**src/rtl/maxpool_l1.sv**
```systemverilog
// maxpool_l1: 2x2 stride-2 max-pooling of both L0 kernels into the L1 memories.
// Define MAXPOOL_CEIL_EN to round each pooled value up to an integer.
module maxpool_l1 #(
    parameter int DW    = 20,
    parameter int AW    = 12,
    parameter int IMG_W = 64
) (
    input  logic          clk,
    input  logic          reset,
    input  logic          ready,
    output logic          busy,
    output logic          crd,
    output logic [AW-1:0] caddr_rd,
    input  logic [DW-1:0] cdata_rd,
    output logic          cwr,
    output logic [AW-1:0] caddr_wr,
    output logic [DW-1:0] cdata_wr,
    output logic [2:0]    csel
);

    localparam int LW = $clog2(IMG_W);
    localparam int HW = LW - 1;
    localparam int PW = 2 * HW;
    localparam int FB = 16;
    localparam logic [DW-FB-1:0] INT_ONE = {{(DW-FB-1){1'b0}}, 1'b1};

    typedef enum logic [3:0] {
        S_IDLE, S_RD0, S_RD1, S_RD2, S_RD3, S_LAST, S_WR, S_NEXT, S_DONE
    } state_t;

    state_t                r_state, w_state;
    logic [PW-1:0]         r_p, w_p;
    logic                  r_kernel, w_kernel;
    logic signed [DW-1:0]  r_max, w_max;
    logic                  r_busy, w_busy;
    logic                  r_crd, w_crd;
    logic [AW-1:0]         r_caddr_rd, w_caddr_rd;
    logic                  r_cwr, w_cwr;
    logic [AW-1:0]         r_caddr_wr, w_caddr_wr;
    logic [DW-1:0]         r_cdata_wr, w_cdata_wr;
    logic [2:0]            r_csel, w_csel;
    logic signed [DW-1:0]  w_max_upd;
    logic [DW-1:0]         w_pooled;

    // Window element (dy,dx) of pooled index p sits at {py,dy,px,dx}.
    function automatic logic [AW-1:0] rd_addr(input logic [PW-1:0] p,
                                              input logic dy,
                                              input logic dx);
        return AW'({p[PW-1:HW], dy, p[HW-1:0], dx});
    endfunction

    function automatic logic [2:0] rd_sel(input logic k);
        return k ? 3'b010 : 3'b001;
    endfunction

    assign w_max_upd = ($signed(cdata_rd) > r_max) ? $signed(cdata_rd) : r_max;

`ifdef MAXPOOL_CEIL_EN
    assign w_pooled = (w_max_upd[FB-1:0] != '0)
                    ? {w_max_upd[DW-1:FB] + INT_ONE, {FB{1'b0}}}
                    : w_max_upd;
`else
    assign w_pooled = w_max_upd;
`endif

    always_comb begin
        w_state    = r_state;
        w_p        = r_p;
        w_kernel   = r_kernel;
        w_max      = r_max;
        w_busy     = r_busy;
        w_crd      = r_crd;
        w_caddr_rd = r_caddr_rd;
        w_cwr      = r_cwr;
        w_caddr_wr = r_caddr_wr;
        w_cdata_wr = r_cdata_wr;
        w_csel     = r_csel;
        unique case (r_state)
            S_IDLE: begin
                if (ready) begin
                    w_state    = S_RD0;
                    w_busy     = 1'b1;
                    w_crd      = 1'b1;
                    w_caddr_rd = rd_addr(r_p, 1'b0, 1'b0);
                    w_csel     = rd_sel(r_kernel);
                end
            end
            S_RD0: begin
                w_state    = S_RD1;
                w_caddr_rd = rd_addr(r_p, 1'b0, 1'b1);
            end
            S_RD1: begin
                w_state    = S_RD2;
                w_caddr_rd = rd_addr(r_p, 1'b1, 1'b0);
                w_max      = $signed(cdata_rd);
            end
            S_RD2: begin
                w_state    = S_RD3;
                w_caddr_rd = rd_addr(r_p, 1'b1, 1'b1);
                w_max      = w_max_upd;
            end
            S_RD3: begin
                w_state = S_LAST;
                w_crd   = 1'b0;
                w_max   = w_max_upd;
            end
            S_LAST: begin
                w_state    = S_WR;
                w_max      = w_max_upd;
                w_cwr      = 1'b1;
                w_caddr_wr = AW'(r_p);
                w_cdata_wr = w_pooled;
                w_csel     = r_kernel ? 3'b100 : 3'b011;
            end
            S_WR: begin
                w_state = S_NEXT;
                w_cwr   = 1'b0;
            end
            S_NEXT: begin
                w_p = r_p + PW'(1);
                if ((&r_p) && r_kernel) begin
                    w_state = S_DONE;
                end else begin
                    if (&r_p) w_kernel = 1'b1;
                    w_state    = S_RD0;
                    w_crd      = 1'b1;
                    w_caddr_rd = rd_addr(w_p, 1'b0, 1'b0);
                    w_csel     = rd_sel(w_kernel);
                end
            end
            S_DONE: begin
                w_state  = S_IDLE;
                w_busy   = 1'b0;
                w_csel   = 3'b000;
                w_kernel = 1'b0;
            end
            default: w_state = S_IDLE;
        endcase
    end

    always_ff @(posedge clk) begin
        if (reset) begin
            r_state    <= S_IDLE;
            r_p        <= '0;
            r_kernel   <= 1'b0;
            r_max      <= '0;
            r_busy     <= 1'b0;
            r_crd      <= 1'b0;
            r_caddr_rd <= '0;
            r_cwr      <= 1'b0;
            r_caddr_wr <= '0;
            r_cdata_wr <= '0;
            r_csel     <= 3'b000;
        end else begin
            r_state    <= w_state;
            r_p        <= w_p;
            r_kernel   <= w_kernel;
            r_max      <= w_max;
            r_busy     <= w_busy;
            r_crd      <= w_crd;
            r_caddr_rd <= w_caddr_rd;
            r_cwr      <= w_cwr;
            r_caddr_wr <= w_caddr_wr;
            r_cdata_wr <= w_cdata_wr;
            r_csel     <= w_csel;
        end
    end

    assign busy     = r_busy;
    assign crd      = r_crd;
    assign caddr_rd = r_caddr_rd;
    assign cwr      = r_cwr;
    assign caddr_wr = r_caddr_wr;
    assign cdata_wr = r_cdata_wr;
    assign csel     = r_csel;

endmodule

```
**config.mk**
```make
export PLATFORM = sky130hd
export DESIGN_NAME = maxpool_l1
export DESIGN_NICKNAME = d
export VERILOG_FILES = /design/src/rtl/maxpool_l1.sv
export SDC_FILE = /design/constraint.sdc
export NUM_CORES = 1
export LEC_CHECK = 0
export ABC_AREA = 1
export BUFFER_PORTS_ARGS = -buffer_cell sky130_fd_sc_hd__buf_4
export CAP_MARGIN = 40
export CORE_MARGIN = 3
export CORE_UTILIZATION = 47
export DETAILED_ROUTE_END_ITERATION = 6
export PLACE_DENSITY = 0.64
export SYNTH_ARGS = -nofsm -noshare
export SYNTH_HDL_FRONTEND = slang
export SYNTH_SLANG_ARGS = --single-unit
```
**constraint.sdc**
```tcl
create_clock -name clk -period 2.6 [get_ports clk]
set_input_delay 0.52 -clock clk [delete_from_list [all_inputs] [get_ports clk]]
set_output_delay 0.52 -clock clk [all_outputs]
set_load 0.02 [all_outputs]
```
Yosys cells after proc, flatten, opt, wreduce, memory -nomap -nowiden
Index checks and enable logic that the tools add are counted.
W data, S select, Z words.
- add/subtract/negate cells: 1
- multipliers: 0
- divide/modulo/power cells: 0
- magnitude comparators: 1
- equality and inequality tests: 10
- shifts and indexed selects: 0
- multiplexer cells: 24
- bitwise logic cells: 0
- reduce and logical (&&, ||, !) cells: 16
- operator list (operator ; number):
    $pmux W12 S5 ; 1
    $pmux W20 S2 ; 1
    $pmux W4 S8 ; 1
    $mux W12 ; 2
    $gt A20 B20 Y1 ; 1
    $mux W20 ; 1
    $eq A4 B3 Y1 const B ; 4
    $pmux W3 S4 ; 1
    $add A10 B1 Y10 const B ; 1
    $reduce_and A10 Y1 ; 1
    $mux W3 ; 3
    $reduce_and A3 Y1 ; 3
    $eq A4 B2 Y1 const B ; 2
    $mux W4 ; 2
    $reduce_bool A2 Y1 ; 4
    $mux W1 ; 6
    $pmux W1 S2 ; 3
    $reduce_bool A5 Y1 ; 1
    $eq A4 B1 Y1 const B ; 1
    $eq A4 B4 Y1 const B ; 1
    $logic_not A4 Y1 ; 1
    $mux W2 ; 2
    $ne A2 B2 Y1 const B ; 2
    $reduce_and A2 Y1 ; 2
    5 further kinds ; 5
- bits in registers: 83
- bits in latches: 0
- memory bits (writable): 0
- memory bits (read-only): 0
- input bits: 23
- output and inout port bits: 50
- word-level logic and storage cells: 63
- memories kept: 0

Logic depth before layout (Yosys ltp)
Gate-level depths: netlist of the first run.
- word-level depth: 7
- depth in mapped cells: 18
- mapped depth without buffers: 17

Worst setup path after synthesis of the first run
Ideal clock, no wire load.
- kind: input port to flip-flop
- start point: input port cdata_rd[19]
- end point: register r_cdata_wr[10] (netlist: cdata_wr[10])
- setup time: 0.109 ns
- arrival time: 1.908 ns
- required time: 2.491 ns
- path slack: 0.584 ns
- cell stages on the path: 14
- buffers on the path: 1
- cells stage by stage: ha_1 > nand2_1 > inv_1 > nand2_1 > nand2_1 > a21oi_1 > nand4_1 > nand3_2 > buf_6 > nand2_1 > nand2_1 > nand2_1 > nand2_1 > inv_1
- cells in the longest elaborated chain, start to end: 2
- RTL lines (what ; RTL line ; text):
    from (decl) ; 14 ; input logic [DW-1:0] cdata_rd,
    $gt A20 B20 Y1 ; 56 ; assign w_max_upd = ($signed(cdata_rd) > r_max) ? $signed(cdata_rd) : r_max;
    $mux W20 ; 56 ;
    to (signal assigned) ; 164 ; r_cdata_wr <= w_cdata_wr;
    to (decl) ; 40 ; logic [DW-1:0] r_cdata_wr, w_cdata_wr;
No other way between the ends.
A chain may end at the register's enable or synchronous reset.

Worst setup path after layout of the first run
- start point: register r_max[19]
- end point: register r_cdata_wr[0] (netlist: cdata_wr[0])
- cells in the longest elaborated chain, start to end: 2
- RTL lines (what ; RTL line ; text):
    from (decl) ; 34 ; logic signed [DW-1:0] r_max, w_max;
    from (signal assigned) ; 158 ; r_max <= w_max;
    $gt A20 B20 Y1 ; 56 ;
    $mux W20 ; 56 ;
No other way between the ends.

==> results of run 1 <==
per-layer routing:
| layer | track usage | vias to the layer above |
|---|---|---|
| met3 | 0.0531 | 16 |
| met4 | 0.0815 | 0 |
| met2 | 0.381 | 116 |
| met5 | 0 | - |
| li1 | - | 2274 |
| met1 | 0.274 | 2027 |
registers in the layout, summed over array words and instances, names as in the netlist:
signal and flops:
busy 1, r_kernel 1, cwr 1, crd 1
r_state 4, r_max 20, caddr_rd 12, caddr_wr 10
r_p 10, csel 3, cdata_wr 20
final timing paths:
| path | to | slack, ps | cells past startpoint |
|---|---|---|---|
| worst min register to register | crd | 460 | 2 |
| worst min-delay path | busy | 430 | 3 |
| worst max-delay path | cdata_wr[0] | 290 | 15 |
| worst max register to register | cdata_wr[0] | 290 | 15 |
power groups by stage:
stage	Combinational [mW]	Sequential, mW	Clock [mW]
finish	0.723	1.37	1.04
global route	0.834	1.38	1.11
CTS	0.724	1.37	1.06
detailed placement	0.721	1.40	0
global placement	0.710	1.40	0
floorplan	0.548	1.41	0
cells in the final DEF, fill, tap and decap left out, drive strengths merged:
master and count:
o211ai 1, clkinvlp 1, a211oi 10, nor4 1
dfxtp 83, buf 80, bufinv 2, a31oi 1
nand4 4, conb 2, a21o 1, nand3 76
ha 21, xor2 1, nor3 11, clkinv 2
o21ai 46, nand2 158, clkbuf 11, inv 106
a21oi 46, nor2 81
cell type report:
type,instances,share of cell area
Clock buffer,11,0.0245
Clock inverter,5,0.0159
Inverter,106,0.0742
Multi-Input combinational cell,460,0.434
Sequential cell,83,0.310
Tap cell,129,0.0301
Timing Repair Buffer,80,0.112
cell families (layout without fill, tap and decap cells):
family,count (synthesis),count (layout),synth area share
AO/OA/AOI/OAI,105,105,0.128
XOR/XNOR,1,1,0.00192
adder cells (fa/ha/maj),21,21,0.0575
buffers and inverters,142,202,0.130
flip-flops,83,83,0.364
other,1,2,0.000821
AND/OR/NAND/NOR,331,331,0.318
critical path: stages (launching register included):
cell	delay, ps
dfxtp_1	330
inv_1	80
ha_1	360
nand2_1	110
nor2_2	130
nand2_1	90
nor2_2	140
nand2_2	90
nand3_2	80
nand2_1	60
nand2_2	330
nand3_1	170
nand2_1	100
nand2_1	50
nand2_1	70
inv_1	30
per-stage QoR:
step                hold WS (ps)  std cells   util  total power, mW
floorplan                    458        685      -             1.96
global placement             450        858  0.552             2.11
detailed placement           454        858  0.552             2.12
CTS                          414        874  0.575             3.16
global route                 439        874  0.575             3.33
finish                       427        874  0.575             3.14
==> impl_metrics.tcl, run 1 <==
set metrics [dict create \
    outcome "completed" \
    synthToLayoutAreaGrowth_pct 17.4 \
    rsz0062_at_grt "false" \
    crit_type "flip-flop to flip-flop" \
    critPathCaptureType "flip-flop" \
    core-area_um2 9330 \
    ys_ff_latch 83 \
    antenna_left 0 \
    fp.dieH_um 105 \
    fillCellCount 943 \
    post_cts_resized 0 \
    cts_hold_buf 0 \
    crit_required_ps 2860 \
    slew_violations 0 \
    synth_most_common_cell "nand2_1" \
    hold_violations 0 \
    grt_overflow 0 \
    cts_tree "built" \
    rows 35 \
    p_comb_frac 0.230 \
    multi_input_area_um2 2320 \
    async_flop_share 0 \
    final_area_um2 5360 \
    first_global_vias 4307 \
    routed_via_density 5.07 \
    synth_area_um2 4570 \
    crit_arrival_ps 2570 \
    start_util 0.490 \
    track_usage 0.223 \
    dp_hpwl_mm 8.16 \
    post_cts_buffers 0 \
    synth_edf_count 0 \
    swShare 0.321 \
    yosysWarnings 0 \
    netlist_instances 684 \
    wl_mm 11.7 \
    io_pins 73 \
    peakVddDrop_v 0.000255 \
    startpoint "r_max[19]" \
    min_period_ps 2310 \
    drtIter0Drc 176 \
    worstSkewPairLatency_ps 360 \
    grt_pass1_wl_mm 20.3 \
    leakage_nw 2.52 \
    setup_slack_ps 287 \
    htreeDepth 3 \
    cts_buffers 9 \
    diodes 0 \
    antenna_found_initial 0 \
    worstHoldStart "ready" \
    ys_seq_area_frac 0.364 \
    io_buffers 70 \
    synth_top_area_share 0.364 \
    root_buffer "clkbuf_8" \
    worst_pin_slew_ps 796 \
    synthFlopType "dfxtp_1" \
    path_max_fanout 20 \
    power_frac_clock 0.332 \
    wl_per_cell_um 13.4 \
    seqPwrFrac 0.437 \
    place_area_um2 5150 \
    seq_area_um2 1660 \
    die-area_um2 10900 \
    switchingPower_mw 1.01 \
    syn_avg_cell_area_um2 6.68 \
    p_int_mw 2.13 \
    drc 0 \
    synth_common_cells "nand2_1, inv_1, dfxtp_1, nor2_1, nand3_1" \
    finalWeightedCongestion 0.821 \
    synth_area_leaders "dfxtp_1, nand2_1, inv_1" \
    dr_wl_met2_mm 5.62 \
    maxCapViolations 0 \
    drive_above_1_share 0.174 \
    fp.dieW_um 105 \
    fmax_mhz 432 \
    power.density_nw_per_um2 585 \
    worst_setup_path_start_kind "flip-flop" \
    grt_max_degree 43 \
    r2r_start "r_max[19]" \
    setup_viol 0 \
    slew_headroom 0.468 \
    pre_cts_ws_ps 33.8 \
    met3RoutedLength_um 599 \
    fin_tns_setup_ps 0 \
    wl_met1_mm 5.23 \
    clkTransAtPathRegs_ps 90 \
    yosysUniqueCellTypes 31 \
    routed.top_layer "met4" \
    clk_path_buf_depth 2 \
    drtPass1Iterations 7 \
    period_share 0.890 \
    hold_path_class "input port to flip-flop" \
    vias 4433 \
    synth_top_area_cell "dfxtp_1" \
    fin_nets 784 \
    finClkSkew_ps 12.7 \
    cts_sinks 83 \
]
Power figures use the tool's default switching activity.
==> run 2, diff against run 1 <==
CORE_UTILIZATION = 35   (was 47)
PLACE_DENSITY = 0.5   (was 0.64)
SLEW_MARGIN = 5   (was unset)
==> impl_metrics.tcl, run 2 (synthesis results as in run 1) <==
set metrics [dict create \
    post_cts_buffers 0 \
    crit_chain "inv_1 > ha_1 > nand2_1 > nor2_2 > nand2_1 > nor2_2 > nand2_2 > nand3_2 > nand2_1 > nand3_2 > buf_4 > nand2_2 > nand2_1 > nand2_1 > nand2_1 > inv_1" \
    maxCapViolations 0 \
    grt_overflow 0 \
    cpMaxStageDelayCell "ha_1" \
    path_buf_inv 3 \
    crit_type "flip-flop to flip-flop" \
    final_cell_mix "nand2_1, inv_1, dfxtp_1" \
    crit_required_ps 2840 \
    cts_sinks 83 \
    vias 4359 \
    io_pins 73 \
    grt_max_degree 51 \
    slew_headroom 0.549 \
    finClkSkew_ps 5.93 \
    clk_path_buf_depth 2 \
    dp_hpwl_mm 8.59 \
    worst_pin_slew_ps 676 \
    io_buffers 70 \
    ff2ff_setup_slack_ps 450 \
    crit_arrival_ps 2400 \
    antenna_left 0 \
    max_stage_delay_ps 360 \
    path_max_fanout 14 \
    fmax_mhz 464 \
    drc 0 \
    seqPwrFrac 0.381 \
    drtIter0Drc 228 \
    period_share 0.829 \
    dp_cells 903 \
    power_frac_clock 0.412 \
    rsz0062_at_grt "false" \
    total_power_mw 3.60 \
    leakage_nw 2.60 \
    final_common_cell "nand2_1" \
    wl_per_cell_um 13.2 \
    hold_violations 0 \
    diodes 0 \
    fin_nets 786 \
    outcome "completed" \
    cts_buffers 9 \
    fin_cells 919 \
    crit_family "simple AND/OR/NAND/NOR gates" \
    rows 41 \
    drtPass1Iterations 4 \
    p_int_mw 2.56 \
    start_util 0.361 \
    critPathCaptureType "flip-flop" \
    post_cts_resized 0 \
    cts_hold_buf 0 \
    cts_tree "built" \
    setup_viol 0 \
    clkTransAtPathRegs_ps 60 \
    hold_ws_ps 451 \
    fillCellCount 1317 \
    synthToLayoutAreaGrowth_pct 21.9 \
    slew_violations 0 \
    antenna_found_initial 0 \
    fp.dieW_um 120 \
    switchingPower_mw 1.04 \
    htreeDepth 3 \
    fin_tns_setup_ps 0 \
    p_comb_frac 0.206 \
    core-area_um2 12700 \
    root_buffer "clkbuf_16" \
    die-area_um2 14500 \
    fp.dieH_um 120 \
    min_period_ps 2150 \
    swShare 0.288 \
    power.density_nw_per_um2 646 \
    peakVddDrop_v 0.000383 \
    crit_top_cell "nand2_1" \
    first_global_vias 4195 \
    hold_path_class "input port to flip-flop" \
    wl_mm 12.2 \
    finalWeightedCongestion 0.843 \
    worstSkewPairLatency_ps 340 \
    worst_setup_path_start_kind "flip-flop" \
    routed_via_density 4.74 \
    grt_pass1_wl_mm 20.2 \
    drive_above_1_share 0.178 \
    track_usage 0.176 \
]
run 2: worst reg2reg max path, stage by stage (launching register included):
cell and delay [ps]:
dfxtp_1 320, inv_1 70, ha_1 360, nand2_1 110, nor2_2 130, nand2_1 90
nor2_2 140, nand2_2 80, nand3_2 80, nand2_1 70, nand3_2 60, buf_4 250
nand2_2 90, nand2_1 70, nand2_1 50, nand2_1 60, inv_1 30
run 2: layout make-up:
class | count | area [µm²] | area share
clock buffer | 11 | 243 | 0.0436
inverter | 106 | 398 | 0.0714
timing repair buffer | 82 | 628 | 0.113
multi-input combinational | 460 | 2320 | 0.417
sequential | 83 | 1660 | 0.298
clock inverter | 5 | 100 | 0.0180
tap | 172 | 215 | 0.0386
run 2: power groups by stage:
| stage | logic [mW] | clock network, mW | registers [mW] |
|---|---|---|---|
| after global routing | 0.849 | 1.58 | 1.38 |
| after CTS | 0.750 | 1.53 | 1.37 |
| after global placement | 0.740 | 0 | 1.40 |
| after floorplan | 0.548 | 0 | 1.41 |
| after detailed placement | 0.747 | 0 | 1.40 |
| final | 0.742 | 1.48 | 1.37 |
run 2: routing by layer:
| layer | wire [µm] | GRT usage | share of wire | vias to the layer above |
|---|---|---|---|---|
| met1 | 5370 | 0.211 | 0.44 | 1964 |
| li1 | - | - | - | 2275 |
| met3 | 630 | 0.0332 | 0.052 | 13 |
| met5 | 0 | 0 | 0 | - |
| met2 | 5950 | 0.308 | 0.49 | 107 |
| met4 | 218 | 0.0722 | 0.018 | 0 |
run 2: worst paths after layout:
| path | start | end | depth (start not counted) |
|---|---|---|---|
| worst max register to register | r_max[19] | cdata_wr[7] | 16 |
| worst min register to register | crd | crd | 2 |
| worst max-delay path | r_max[19] | cdata_wr[7] | 16 |
| worst min-delay path | ready | busy | 3 |
run 2: metrics by stage:
| stage | setup slack [ps] | utilization | cell area (µm²) |
|---|---|---|---|
| 4_1_cts | 430 | 0.440 | 5570 |
| 3_3_place_gp | 244 | 0.413 | 5230 |
| 6_report | 445 | 0.440 | 5570 |
| 2_1_floorplan | 584 | - | 4570 |
| 5_1_grt | 216 | 0.440 | 5570 |
| 3_5_place_dp | 166 | 0.413 | 5230 |
